--- config.mk ---
export PLATFORM = sky130hd
export DESIGN_NAME = dma_mem_cpu_oci_trace_capture
export DESIGN_NICKNAME = d
export VERILOG_FILES = /design/src/rtl/dma_mem_cpu_oci_trace_capture.sv
export SDC_FILE = /design/constraint.sdc
export NUM_CORES = 1
export LEC_CHECK = 0
export ABC_AREA = 1
export CAP_MARGIN = 20
export CORE_MARGIN = 10
export CORE_UTILIZATION = 40
export CTS_CLUSTER_SIZE = 30
export DETAILED_ROUTE_END_ITERATION = 10
export GPL_ROUTABILITY_DRIVEN = 0
export SLEW_MARGIN = 20
export SYNTH_ARGS = -nofsm -noshare
export SYNTH_HDL_FRONTEND = slang
export SYNTH_SLANG_ARGS = --single-unit
--- constraint.sdc ---
create_clock -name clk -period 6.7 [get_ports clk]
set_input_delay 1.675 -clock clk [delete_from_list [all_inputs] [get_ports clk]]
set_output_delay 1.675 -clock clk [all_outputs]
set_load 0.02 [all_outputs]
--- src/rtl/dma_mem_cpu_oci_trace_capture.sv ---
// Circular capture buffer for compressed OCI debug trace words, with freeze-on-test-end
// and a valid/ready drain port. Stop-when-full or overwrite-oldest selectable by wrap_mode.
module dma_mem_cpu_oci_trace_capture #(
   parameter int unsigned DCT_W  = 30,
   parameter int unsigned ADDR_W = 4,
   parameter int unsigned DROP_W = 16
) (
   input  logic              clk,
   input  logic              reset,
   input  logic              dct_valid,
   input  logic [DCT_W-1:0]  dct_buffer,
   input  logic              wrap_mode,
   input  logic              test_ending,
   input  logic              test_has_ended,
   output logic              rd_valid,
   output logic [DCT_W-1:0]  rd_data,
   input  logic              rd_ready,
   output logic [ADDR_W:0]   dct_count,
   output logic              overflow,
   output logic [DROP_W-1:0] dropped_cnt,
   output logic              frozen,
   output logic              done
);

   localparam int unsigned Depth = 2 ** ADDR_W;
   localparam logic [ADDR_W:0] FullCnt = (ADDR_W + 1)'(Depth);

   typedef enum logic [1:0] {StCapture, StFrozen, StDone} state_e;

   state_e              state_q, state_d;
   logic [ADDR_W-1:0]   wr_ptr_q, wr_ptr_d;
   logic [ADDR_W-1:0]   rd_ptr_q, rd_ptr_d;
   logic [ADDR_W:0]     count_q, count_d;
   logic                overflow_q, overflow_d;
   logic [DROP_W-1:0]   dropped_q, dropped_d;
   logic [DCT_W-1:0]    mem_q [Depth];

   logic wr_req, pop, full, do_write, drop, overwrite, grow;

   always_comb begin
      wr_req    = dct_valid && (state_q == StCapture);
      pop       = (count_q != '0) && rd_ready;
      full      = (count_q == FullCnt);
      drop      = wr_req && full && !pop;
      // In wrap mode a write to a full buffer evicts the oldest word instead of being discarded.
      overwrite = drop && wrap_mode;
      do_write  = wr_req && (!full || pop || wrap_mode);
      grow      = do_write && !overwrite;

      wr_ptr_d   = do_write ? wr_ptr_q + 1'b1 : wr_ptr_q;
      rd_ptr_d   = (pop || overwrite) ? rd_ptr_q + 1'b1 : rd_ptr_q;
      count_d    = count_q + {{ADDR_W{1'b0}}, grow} - {{ADDR_W{1'b0}}, pop};
      overflow_d = overflow_q || drop;
      dropped_d  = (drop && (dropped_q != '1)) ? dropped_q + 1'b1 : dropped_q;

      state_d = state_q;
      unique case (state_q)
         StCapture: if (test_ending) state_d = StFrozen;
         StFrozen:  if (test_has_ended && (count_d == '0)) state_d = StDone;
         StDone:    state_d = StDone;
         default:   state_d = StCapture;
      endcase
   end

   always_ff @(posedge clk) begin
      if (reset) begin
         state_q    <= StCapture;
         wr_ptr_q   <= '0;
         rd_ptr_q   <= '0;
         count_q    <= '0;
         overflow_q <= 1'b0;
         dropped_q  <= '0;
      end else begin
         state_q    <= state_d;
         wr_ptr_q   <= wr_ptr_d;
         rd_ptr_q   <= rd_ptr_d;
         count_q    <= count_d;
         overflow_q <= overflow_d;
         dropped_q  <= dropped_d;
      end
   end

   always_ff @(posedge clk) begin
      if (!reset && do_write) mem_q[wr_ptr_q] <= dct_buffer;
   end

   assign rd_valid    = (count_q != '0);
   assign rd_data     = mem_q[rd_ptr_q];
   assign dct_count   = count_q;
   assign overflow    = overflow_q;
   assign dropped_cnt = dropped_q;
   assign frozen      = (state_q != StCapture);
   assign done        = (state_q == StDone);

endmodule

Yosys cells after proc, flatten, opt, wreduce, memory -nomap -nowiden
Memories as Yosys holds them, arrays and structs flattened. A register that Yosys moved wholly into a read port is not among the register bits. Cells that the tools add are included.

Equal/unequal tests: 6. Muxes and demuxes: 7. $add $sub $neg: 5. Reductions and logical operators: 23.

Operator list (number): $add 16x1->16 const B (1); $ne 16x16->1 const B (1); $logic_and 1x1->1 (10); $add 4x1->4 const B (2); $mux 4 (2); $pmux 2 s3 (1); $add 5x1->5 (1); $eq 5x5->1 const B (1); $logic_not 5->1 (1); $reduce_bool 5->1 (1); $sub 5x1->5 (1); $logic_not 1->1 (4); $logic_or 1x1->1 (4); $mux 2 (2); $ne 2x2->1 const B (2); $eq 2x1->1 const B (1); $eq 2x2->1 const B (1); $logic_not 2->1 (1); $mux 1 (2); $reduce_and 2->1 (1); $reduce_bool 2->1 (1).

Output and inout bits: 55. RAM bits: 480. Memories kept: 1. Bits of input ports: 37. Register bits after elaboration: 32. Logic and storage cells: 48.

Memory list: mem_q (depth 16, width 30, rd ports 1, clocked after memory_dff 1, write ports 1, line 36) `logic [DCT_W-1:0] mem_q [Depth];`.

Depth between registers and ports, before layout
Depth in word-level cells: 13. Depth in mapped cells: 21.

Worst setup path after synthesis
Ideal clock, no wire load.

Kind: input to register. Start point: input port dct_valid. End point: memory mem_q[5][0], enable pin. Setup time: 0.455 ns. Path buffers: 0. Path slack: 2.008 ns. Required time: 6.245 ns. Stages: 6. Arrival time: 4.237 ns. Path through: nand2_1 inv_1 nand2_1 nor2_1 inv_1 nor3_1.

Cells in the longest elaborated chain, start to end: 5.

Ends and longest elaborated chain: from (decl) (line 10) `input logic dct_valid,`; $logic_and 1x1->1 (line 41) `wr_req = dct_valid && (state_q == StCapture);`; $logic_and 1x1->1 (line 47) `do_write = wr_req && (!full || pop || wrap_mode);`; $logic_and 1x1->1 (line 84) `if (!reset && do_write) mem_q[wr_ptr_q] <= dct_buffer;`; $mux 1 (line 84); $mux 1 (not written as such) (line 84); to (decl) (line 36).

No other way between the ends.

==> impl_metrics.sql <==
INSERT INTO impl_metrics (metric_group, metric, value, unit) VALUES
('synth', 'dominantRegCellSynth', 'edfxtp_1', ''),
('worst_setup_path', 'crit_type', 'reg -> out', ''),
('layout', 'layout.filler_cells', '4644', ''),
('synth', 'synthesis.area', '21200', 'um^2'),
('layout', 'finalNetCount', '1695', ''),
('sta', 'timing.final.max_slew_violations', '0', ''),
('clock_network', 'cts-root-buf', 'clkbuf_16', ''),
('global_routing', 'vias_in_the_first_global_route', '12300', ''),
('routing', 'count_of_vias_placed_by_the_detailed_router', '12400', ''),
('worst_setup_path', 'cp.required', '5.03', 'ns'),
('sta', 'finalSetupTns', '0', 'ns'),
('synth', 'synth.top_cells.by_area', 'edfxtp_1 (68%), mux2i_1 (5.7%), o211ai_1 (4.2%)', ''),
('synth', 'post_synth_top_area_share', '0.679', ''),
('global_routing', 'globalRouteMet2Util', '0.260', ''),
('worst_setup_path', 'worst_path_dominant_cell_family', 'buffers and inverters', ''),
('clock_network', 'holdBufCountCts', '0', ''),
('run_status', 'run_status', 'finished, final reports clean', ''),
('sta', 'max_slew.worst_pin.slew', '1.06', 'ns'),
('worst_setup_path', 'cp_num_buf_inv', '3', ''),
('worst_setup_path', 'cp-end-kind', 'primary output', ''),
('synth', 'synth_sequential_area_ratio', '0.713', ''),
('synth', 'synth_cell_type_count', '32', ''),
('synth', 'postSynthCellCount', '1557', ''),
('synth', 'yosys-top-cells-count', 'edfxtp_1 (480), inv_1 (166), a21oi_1 (145), o21ai_0 (143)', ''),
('worst_hold_path', 'min_path_type', 'reg -> reg', ''),
('worst_setup_path', 'cp-start-kind', 'flip-flop', ''),
('power', 'power_density', '339', 'nW/um^2'),
('sta', 'timing.max_slew.rel_slack', '0.291', ''),
('worst_setup_path', 'cp_max_delay_cell', 'inv_4', ''),
('sta', 'max_freq', '190', 'MHz'),
('clock_network', 'post_cts.resized_instances', '0', ''),
('global_routing', 'gr-max-usage-layer', 'met2', ''),
('synth', 'synth_nets', '1611', ''),
('sta', 'largest_clock_skew_in_the_final_design', '0.0322', 'ns'),
('synth', 'postSynthRegisterBits', '516', ''),
('clock_network', 'clock_insertion_delay_worst_skew', '0.61', 'ns'),
('synth', 'netlist.top_cell.by_area', 'edfxtp_1', ''),
('clock_network', 'clock-sinks', '516', ''),
('routing', 'finalWirelength', '49400', 'um'),
('layout', 'layout-drive-gt1-share', '0.0706', ''),
('synth', 'synth_most_common_cell', 'edfxtp_1', ''),
('layout', 'area_growth', '14.7', '%'),
('routing', 'drt-wirelength-per-cell', '20.8', 'um'),
('clock_network', 'cts_post_setup_buffers_inserted', '0', ''),
('global_routing', 'wire_length_of_the_first_global_routing_pass', '75600', 'um'),
('global_routing', 'gr_usage_total', '0.155', ''),
('routing', 'routed_via_density', '5.23', ''),
('worst_setup_path', 'critical_path.cell_chain', 'inv_4 -> buf_4 -> o21ai_0 -> o211ai_1 -> nand2_1 -> clkdlybuf4s50_1', ''),
('placed_design', 'buffer_ports.inserted', '91', ''),
('clock_network', 'cts-buffers-inserted', '53', ''),
('die', 'die_area', '62700', 'um^2'),
('sta', 'setup_viol_count_final', '0', ''),
('routing', 'drt_pre_antenna_iters', '5', ''),
('die', 'core_region_area', '52600', 'um^2'),
('die', 'fp-row-count', '84', ''),
('routing', 'drc_violations_left', '0', ''),
('power', 'ir_worst_vdd', '168', 'uV'),
('synth', 'async_sr_flop_fraction', '0', ''),
('die', 'die-height', '250', 'um'),
('routing', 'route.antenna.remaining_nets', '0', ''),
('routing', 'drtIter0Drc', '1075', ''),
('global_routing', 'grt_overflow_total', '0', ''),
('clock_network', 'clk_path_buf_depth', '3', ''),
('die', 'initial_core_util', '0.404', ''),
('synth', 'post_synth.cell_area_avg', '13.6', 'um^2'),
('sta', 'final_hold_viol_count', '0', ''),
('clock_network', 'path_clk_slew', '0.06', 'ns'),
('clock_network', 'cts_tree', 'yes', ''),
('global_routing', 'gr-usage-met3', '0.0308', ''),
('sta', 'grt_setup_unrepaired', 'false', ''),
('power', 'leakagePower', '8.13', 'nW');
-- cells in the final DEF (no fill, tap or decap), types with 25 or more instances in the layout --
| cell type | synthesis | final |
|---|---|---|
| clkbuf_1 | 44 | 25 |
| nand2_1 | 97 | 97 |
| o211ai_1 | 120 | 120 |
| clkbuf_16 | 0 | 55 |
| inv_1 | 166 | 164 |
| nand3_1 | 64 | 64 |
| nor2_1 | 37 | 29 |
| o21ai_0 | 143 | 143 |
| clkdlybuf4s50_1 | 0 | 91 |
| dfxtp_1 | 36 | 32 |
| a21oi_1 | 145 | 145 |
| edfxtp_1 | 480 | 480 |
| mux2i_1 | 120 | 120 |
-- path summary, 6_finish.rpt --
check,slack [ns],endpoint,from,depth (start not counted)
setup / recovery,1.43,rd_data[23],flip-flop,6
hold / removal,0.47,overflow$_SDFF_PP0_,overflow$_SDFF_PP0_,2
setup reg to reg,3.70,mem_q[2][29]$_DFFE_PP_,dct_count[2]$_SDFF_PP0_,10
hold reg to reg,0.47,overflow$_SDFF_PP0_,overflow$_SDFF_PP0_,2
-- report_power, final --
group,internal [mW],switching [mW],leakage (nW)
registers,3.61,0.124,4.61
clock network,1.54,1.18,0.768
logic,0.717,1.10,2.75
-- flip-flops by register name, summed over array words and instances (netlist names), named ones only --
| name | cells |
|---|---|
| mem_q | 480 |
| dropped_cnt | 16 |
| dct_count | 5 |
| rd_ptr_q | 4 |
| wr_ptr_q | 4 |
| state_q | 2 |
| overflow | 1 |
-- layout make-up --
type	count	area (um^2)	area share
Sequential cell	516	15100	0.622
Multi-Input combinational cell	783	4940	0.203
Clock buffer	83	1510	0.0621
Timing Repair Buffer	119	1180	0.0486
Tap cell	688	861	0.0353
Inverter	168	633	0.0260
Clock inverter	17	73.8	0.00303
Antenna cell	1	2.50	0.000103
-- kinds of logic (layout without fill, tap and decap cells) --
kind of cell,Yosys count,count (layout),synth area share
AO/OA/AOI/OAI,415,415,0.112
flip-flops,516,516,0.713
AND/OR/NAND/NOR,222,222,0.0453
adder cells (fa/ha/maj),17,17,0.0104
XOR/XNOR,9,9,0.00371
buffers and inverters,258,387,0.0588
multiplexers,120,120,0.0566
other,0,1,0
-- metrics by stage --
| stage | utilization | std cells | hold WS [ns] | worst slack, ns | instance area, um^2 |
|---|---|---|---|---|---|
| 4_1_cts | 0.463 | 2374 | 0.478 | 1.34 | 24400 |
| 3_3_place_gp | 0.433 | 2274 | 0.456 | 2.10 | 22800 |
| 5_1_grt | 0.463 | 2374 | 0.510 | 1.12 | 24400 |
| 3_5_place_dp | 0.433 | 2274 | 0.465 | 2.00 | 22800 |
| 2_1_floorplan | - | 1557 | 0.470 | 2.01 | 21200 |
| 6_report | 0.463 | 2375 | 0.468 | 1.43 | 24400 |
-- worst min-delay path, delay by kind of cell (launching register included) --
kind | cells | cell delay [ns]
flip-flops | 1 | 0.32
AND/OR/NAND/NOR | 2 | 0.12
-- per-layer routing --
metal | routed length [um] | share of wire | vias to the layer above
li1 | - | - | 5898
met5 | 10 | 0.00020 | -
met2 | 24500 | 0.50 | 298
met3 | 2710 | 0.055 | 71
met1 | 21300 | 0.43 | 6154
met4 | 849 | 0.017 | 2
(Power assumes the default switching activity.)
